===== src/rtl/fir_avg_out.sv =====
// Output stage for the 4-tap averaging FIR: drops warm-up samples, divides the tap sum
// by 4 with round-half-up and saturation, and buffers averages in a show-ahead FIFO.
module fir_avg_out #(
   parameter int w     = 16,
   parameter int DEPTH = 4,
   parameter int WARM  = 4
) (
   input  logic                       clk,
   input  logic                       rst_n,
   input  logic [w+1:0]               s,
   input  logic                       s_valid,
   output logic [w-1:0]               m_data,
   output logic                       m_valid,
   input  logic                       m_ready,
   output logic [$clog2(DEPTH):0]     level,
   output logic                       overflow,
   input  logic                       clr_ovf
);

   localparam int AW  = $clog2(DEPTH);
   localparam int LW  = AW + 1;
   localparam int WCW = (WARM > 0) ? $clog2(WARM + 1) : 1;

   localparam logic [WCW-1:0] WARM_L   = WCW'(WARM);
   localparam logic [WCW-1:0] WARM_ONE = WCW'(1);
   localparam logic [LW-1:0]  LVL_ONE  = LW'(1);
   localparam logic [LW-1:0]  LVL_FULL = LW'(DEPTH);
   localparam logic [AW-1:0]  PTR_ONE  = AW'(1);

   // (sum + 2) >> 2 in w+3 bits; only sums beyond the legal FIR range saturate
   function automatic logic [w-1:0] round_sat(input logic [w+1:0] sum);
      logic [w+2:0] t;
      logic [w+2:0] q;
      t = {1'b0, sum} + (w+3)'(2);
      q = t >> 2;
      if (|q[w+2:w]) begin
         round_sat = {w{1'b1}};
      end else begin
         round_sat = q[w-1:0];
      end
   endfunction

   logic [w-1:0]   mem_r [DEPTH];
   logic [AW-1:0]  wr_ptr_r;
   logic [AW-1:0]  rd_ptr_r;
   logic [LW-1:0]  level_r;
   logic [WCW-1:0] warm_cnt_r;
   logic           overflow_r;

   logic           warm_done_s;
   logic           push_req_s;
   logic           full_s;
   logic           pop_s;
   logic           push_s;
   logic           drop_s;
   logic [w-1:0]   avg_s;

   assign warm_done_s = (warm_cnt_r == WARM_L);
   assign push_req_s  = s_valid && warm_done_s;
   assign full_s      = (level_r == LVL_FULL);
   assign m_valid     = (level_r != '0);
   assign pop_s       = m_valid && m_ready;
   // At full, a same-cycle pop frees the head slot, which is exactly where wr_ptr points
   assign push_s      = push_req_s && (!full_s || pop_s);
   assign drop_s      = push_req_s && full_s && !pop_s;
   assign avg_s       = round_sat(s);

   assign m_data   = mem_r[rd_ptr_r];
   assign level    = level_r;
   assign overflow = overflow_r;

   // Warm-up counter: counts discarded samples, then holds
   always_ff @(posedge clk or negedge rst_n) begin
      if (!rst_n) begin
         warm_cnt_r <= '0;
      end else if (s_valid && !warm_done_s) begin
         warm_cnt_r <= warm_cnt_r + WARM_ONE;
      end else begin
         warm_cnt_r <= warm_cnt_r;
      end
   end

   // FIFO storage and write pointer
   always_ff @(posedge clk or negedge rst_n) begin
      if (!rst_n) begin
         for (int i = 0; i < DEPTH; i++) begin
            mem_r[i] <= '0;
         end
         wr_ptr_r <= '0;
      end else if (push_s) begin
         mem_r[wr_ptr_r] <= avg_s;
         wr_ptr_r        <= wr_ptr_r + PTR_ONE;
      end else begin
         wr_ptr_r <= wr_ptr_r;
      end
   end

   // Read pointer advances on every pop
   always_ff @(posedge clk or negedge rst_n) begin
      if (!rst_n) begin
         rd_ptr_r <= '0;
      end else if (pop_s) begin
         rd_ptr_r <= rd_ptr_r + PTR_ONE;
      end else begin
         rd_ptr_r <= rd_ptr_r;
      end
   end

   // Occupancy: the single source of full/empty
   always_ff @(posedge clk or negedge rst_n) begin
      if (!rst_n) begin
         level_r <= '0;
      end else begin
         case ({push_s, pop_s})
            2'b10:   level_r <= level_r + LVL_ONE;
            2'b01:   level_r <= level_r - LVL_ONE;
            default: level_r <= level_r;
         endcase
      end
   end

   // Sticky overflow; a drop wins over a same-cycle clear
   always_ff @(posedge clk or negedge rst_n) begin
      if (!rst_n) begin
         overflow_r <= 1'b0;
      end else if (drop_s) begin
         overflow_r <= 1'b1;
      end else if (clr_ovf) begin
         overflow_r <= 1'b0;
      end else begin
         overflow_r <= overflow_r;
      end
   end

endmodule

===== config.mk =====
export PLATFORM = sky130hd
export DESIGN_NAME = fir_avg_out
export DESIGN_NICKNAME = d
export VERILOG_FILES = /design/src/rtl/fir_avg_out.sv
export SDC_FILE = /design/constraint.sdc
export NUM_CORES = 1
export LEC_CHECK = 0
export CAP_MARGIN = 30
export CORE_ASPECT_RATIO = 0.7
export CORE_MARGIN = 2
export CORE_UTILIZATION = 40
export DETAILED_ROUTE_END_ITERATION = 6
export DONT_BUFFER_PORTS = 1
export HOLD_SLACK_MARGIN = 0.12
export SLEW_MARGIN = 20
export SYNTH_ARGS = -nofsm -noshare
export SYNTH_HDL_FRONTEND = slang
export SYNTH_SLANG_ARGS = --single-unit

===== constraint.sdc =====
create_clock -name clk -period 4.8 [get_ports clk]
set_input_delay 0.96 -clock clk [delete_from_list [all_inputs] [get_ports clk]]
set_output_delay 0.96 -clock clk [all_outputs]
set_load 0.005 [all_outputs]

==> results.md <==
- Endpoint arrival time on the critical path: approximately 1.9 ns
- Number of H-tree branching levels: 3
- Detailed Place HPWL: 6.66 mm
- Number of antenna violations at the first check in global routing: 0
- FP Rows: 31
- Capture instance of the worst register-to-register path: level[2]$_DFFE_PN0P_
- Diode insertion count for antenna repair: 0
- Filler Cells Inserted: 973
- Detail Route Antenna Nets: 0
- Clock Power Share: 25.1%
- Routed vias: around 2800
- Post-Syn Area per Cell: 11.3 µm²
- Master cell of the clock root buffer: sky130_fd_sc_hd__clkbuf_16
- Cell-by-cell trace of the critical path: buf_16 > mux4_2
- Worst-margin pin slew: about 0.92 ns
- Synth Net Count: 401
- Share of cells above drive strength 1: 21.8%
- Setup TNS after final layout: 0 ns
- Cell count after synthesis: 369
- Warnings from Yosys: 0
- Worst Setup Path Type: flip-flop to output port
- Slowest stage cell, crit path: sky130_fd_sc_hd__dfrtp_1
- Part of the Yosys area used for sequential elements: 45.0%
- Cts repair resizes: 0
- Number of clock sinks: 75
- Drt first pass iters: 4
- Sw Share: 32.2%
- GRT Util Overall: 17.9%
- Nature of the critical path startpoint: flip-flop
- Global-route wire length before repair: 15.5 mm
- Number of vias per cell: 5.73
- Number of buffers inserted to repair setup after CTS: 0
- Vias in the first global route: between 2000 and 3000
- Fraction of power consumed by sequential logic: 42.8%
- Slew margin rel.: 38.8%
- Minimum setup slack among reg-to-reg paths: 2.10 ns
- Number of DRC markers in iteration 0: 219
- Maximum clock rate: roughly 0.35 GHz
- Placeable core area: 10200 µm²
- Clock insertion delay at the later pin of the skew report: 0.34 ns
- Effective utilization at floorplan: 40.7%
- Final routed wirelength across all metal layers: between 9 and 10 mm
- Net Switching: 856 µW
- Power density over the cells: 591 nW/µm²
- Layout overhead on the synthesized area: 7.99%
- Post-CTS Hold Fix Bufs: 0
- Element type at the critical path end: output port
- Die area: 11300 µm²
- TritonCTS clock tree: yes
- Unrepaired setup endpoints after global routing: no
- Worst min-delay path class: input port to asynchronous set/reset pin
- # setup viols final: 0
- Max cap viols: 0
- Peak fanout along the critical path: 9
- Fin. Hold Viols: 0
- Drc violations: 0
- Count of port buffers added during placement: 0
- Outcome: completed
- Clock buffer depth: 2
- Final routed wire length divided by cell count: 19.1 µm
- Number of nets in the final layout: 391
- Cell depth of the worst flop-to-flop path: 10
- Horizontal extent of the die: 126 µm
- Post-synthesis cell area: about 4200 µm²
- Number of CTS-inserted buffers: 9
- Final cycle utilization of the critical path: 59.2%
- Clock Skews: 0.00586 ns
- Fin crit period: 2.84 ns
- Total congestion overflow after global routing: 0
- Synthesized flop and latch total: 75
- Height of the die: 89.4 µm
- WP data required: 3.84 ns
- Internal power of the cells: 1.80 mW
- Largest voltage drop on the vdd net: 0.000291 V
- Final Total Pwr: 2.66 mW
- Static Leak: 1.87 nW
- Count of unique library cells instantiated by Yosys: 46
- Routability congestion estimate from global placement: 0.830
- Largest net degree at the start of global routing: 76
- Clock slew at reported path FFs: 0.06 ns
- Power share of the combinational group: between 30 and 40%
- Max-slew violation count: 0
- Reg-to-reg startpoint: warm_cnt_r[0]$_DFFE_PN0P_
- Largest stage delay, worst path: just under 0.8 ns
- Share of the core filled with cells in the final layout: between 40% and 50%
- Number of placed I/O pins: 44
==> sequential cells by signal (all words and copies together) (netlist names) <==
name and count:
overflow 1, warm_cnt_r 3, wr_ptr_r 2, mem_r 64, level 3, rd_ptr_r 2
==> per-layer routing <==
metal | share of wire [%] | GRT usage, %
met1 | 46 | 24.3
met2 | 46 | 28.2
met3 | 6.8 | 5.57
met4 | 0.94 | 5.19
met5 | 0 | 0
==> cell type report <==
cell class / instances / area (µm²) / share of cell area (%)
clock buffer: 10 / 239 / 5.31
clock inverter: 5 / 53.8 / 1.20
inverter: 13 / 48.8 / 1.08
multi-input combinational: 258 / 2080 / 46.3
sequential: 75 / 1880 / 41.7
tap: 132 / 165 / 3.67
timing repair buffer: 2 / 35.0 / 0.778
==> cells in the mapped netlist (all sizes together) <==
library cell | n | area share [%]
dfrtp | 75 | 45
nand2 | 46 | 4.2
mux2 | 27 | 8.4
o21ai | 25 | 3.0
nand4 | 24 | 3.8
nand3 | 22 | 3.3
buf | 19 | 3.5
a31oi | 16 | 2.4
mux4 | 16 | 8.6
nor2 | 15 | 1.4
inv | 13 | 1.2
and3 | 9 | 1.8
ha | 8 | 2.4
nor4 | 8 | 2.5
xnor2 | 8 | 1.7
a21oi | 5 | 0.60
o31ai | 5 | 0.90
xor2 | 5 | 1.1
clkbuf | 4 | 0.36
nor3 | 3 | 0.36
a211oi | 2 | 0.48
and4 | 2 | 0.42
a21boi | 1 | 0.18
a2bb2oi | 1 | 0.21
and2 | 1 | 0.15
fa | 1 | 0.48
mux2i | 1 | 0.24
nor2b | 1 | 0.15
o21a | 1 | 0.18
o21ba | 1 | 0.24
o22ai | 1 | 0.15
o31a | 1 | 0.21
or3 | 1 | 0.15
or4b | 1 | 0.33
==> through the flow <==
step	setup WS [ns]	instances	area [µm²]	hold slack, ns
6_report	1.96	495	4500	0.315
5_1_grt	1.84	495	4500	0.299
4_1_cts	1.91	495	4500	0.304
3_5_place_dp	1.84	480	4210	0.468
3_3_place_gp	1.88	479	4180	0.455
2_1_floorplan	1.94	369	4170	0.443
==> worst max-delay path, delay by kind of cell, from the launching register on <==
family	cells	cell delay (ns)
flops	1	0.79
mux	1	0.53
buf+inv	1	0.23
==> cell usage in the layout (no fill, tap or decap), types with 8 or more instances in the layout <==
cell,Yosys,final
sky130_fd_sc_hd__nand2_1,45,45
sky130_fd_sc_hd__a31oi_1,16,16
sky130_fd_sc_hd__dfrtp_1,75,75
sky130_fd_sc_hd__ha_1,8,8
sky130_fd_sc_hd__nand3_1,18,18
sky130_fd_sc_hd__nor2_1,15,15
sky130_fd_sc_hd__nand4_1,23,23
sky130_fd_sc_hd__clkbuf_16,0,9
sky130_fd_sc_hd__mux2_2,15,15
sky130_fd_sc_hd__inv_1,13,13
sky130_fd_sc_hd__mux4_2,16,16
sky130_fd_sc_hd__o21ai_0,25,25
sky130_fd_sc_hd__mux2_4,12,12
sky130_fd_sc_hd__xnor2_1,8,8
==> logic make-up (layout without fill, tap and decap cells) <==
kind of cell	Yosys count	in the layout	share of synthesized area, %
buffers and inverters	36	30	5.01
flip-flops	75	75	45.0
AO/OA/AOI/OAI	59	59	8.56
adder cells (fa/ha/maj)	9	9	2.88
multiplexers	44	44	17.3
XOR/XNOR	13	13	2.73
AND/OR/NAND/NOR	133	133	18.5
==> how the worst max path moves through the flow <==
stage                                        from                   end  slack, ns  cells after the start
after floorplan                           m_ready  level[2]$_DFFE_PN0P_       1.94                     10
after global placement                    m_ready  level[2]$_DFFE_PN0P_       1.88                      8
after detailed placement                  s_valid  level[2]$_DFFE_PN0P_       1.84                      8
after CTS                 rd_ptr_r[0]$_DFFE_PN0P_             m_data[2]       1.91                      2
after global routing      rd_ptr_r[0]$_DFFE_PN0P_             m_data[2]       1.84                      2
final                     rd_ptr_r[0]$_DFFE_PN0P_            m_data[11]       1.96                      2
==> power groups by stage <==
stage	clock network, mW	logic, mW	registers, mW
after floorplan	0	0.772	1.03
after detailed placement	0	0.868	1.15
after CTS	0.683	0.869	1.14
after global placement	0	0.786	1.15
final	0.666	0.854	1.14
after global routing	0.710	0.954	1.18
Note: power is estimated with default switching activity, not from simulation.
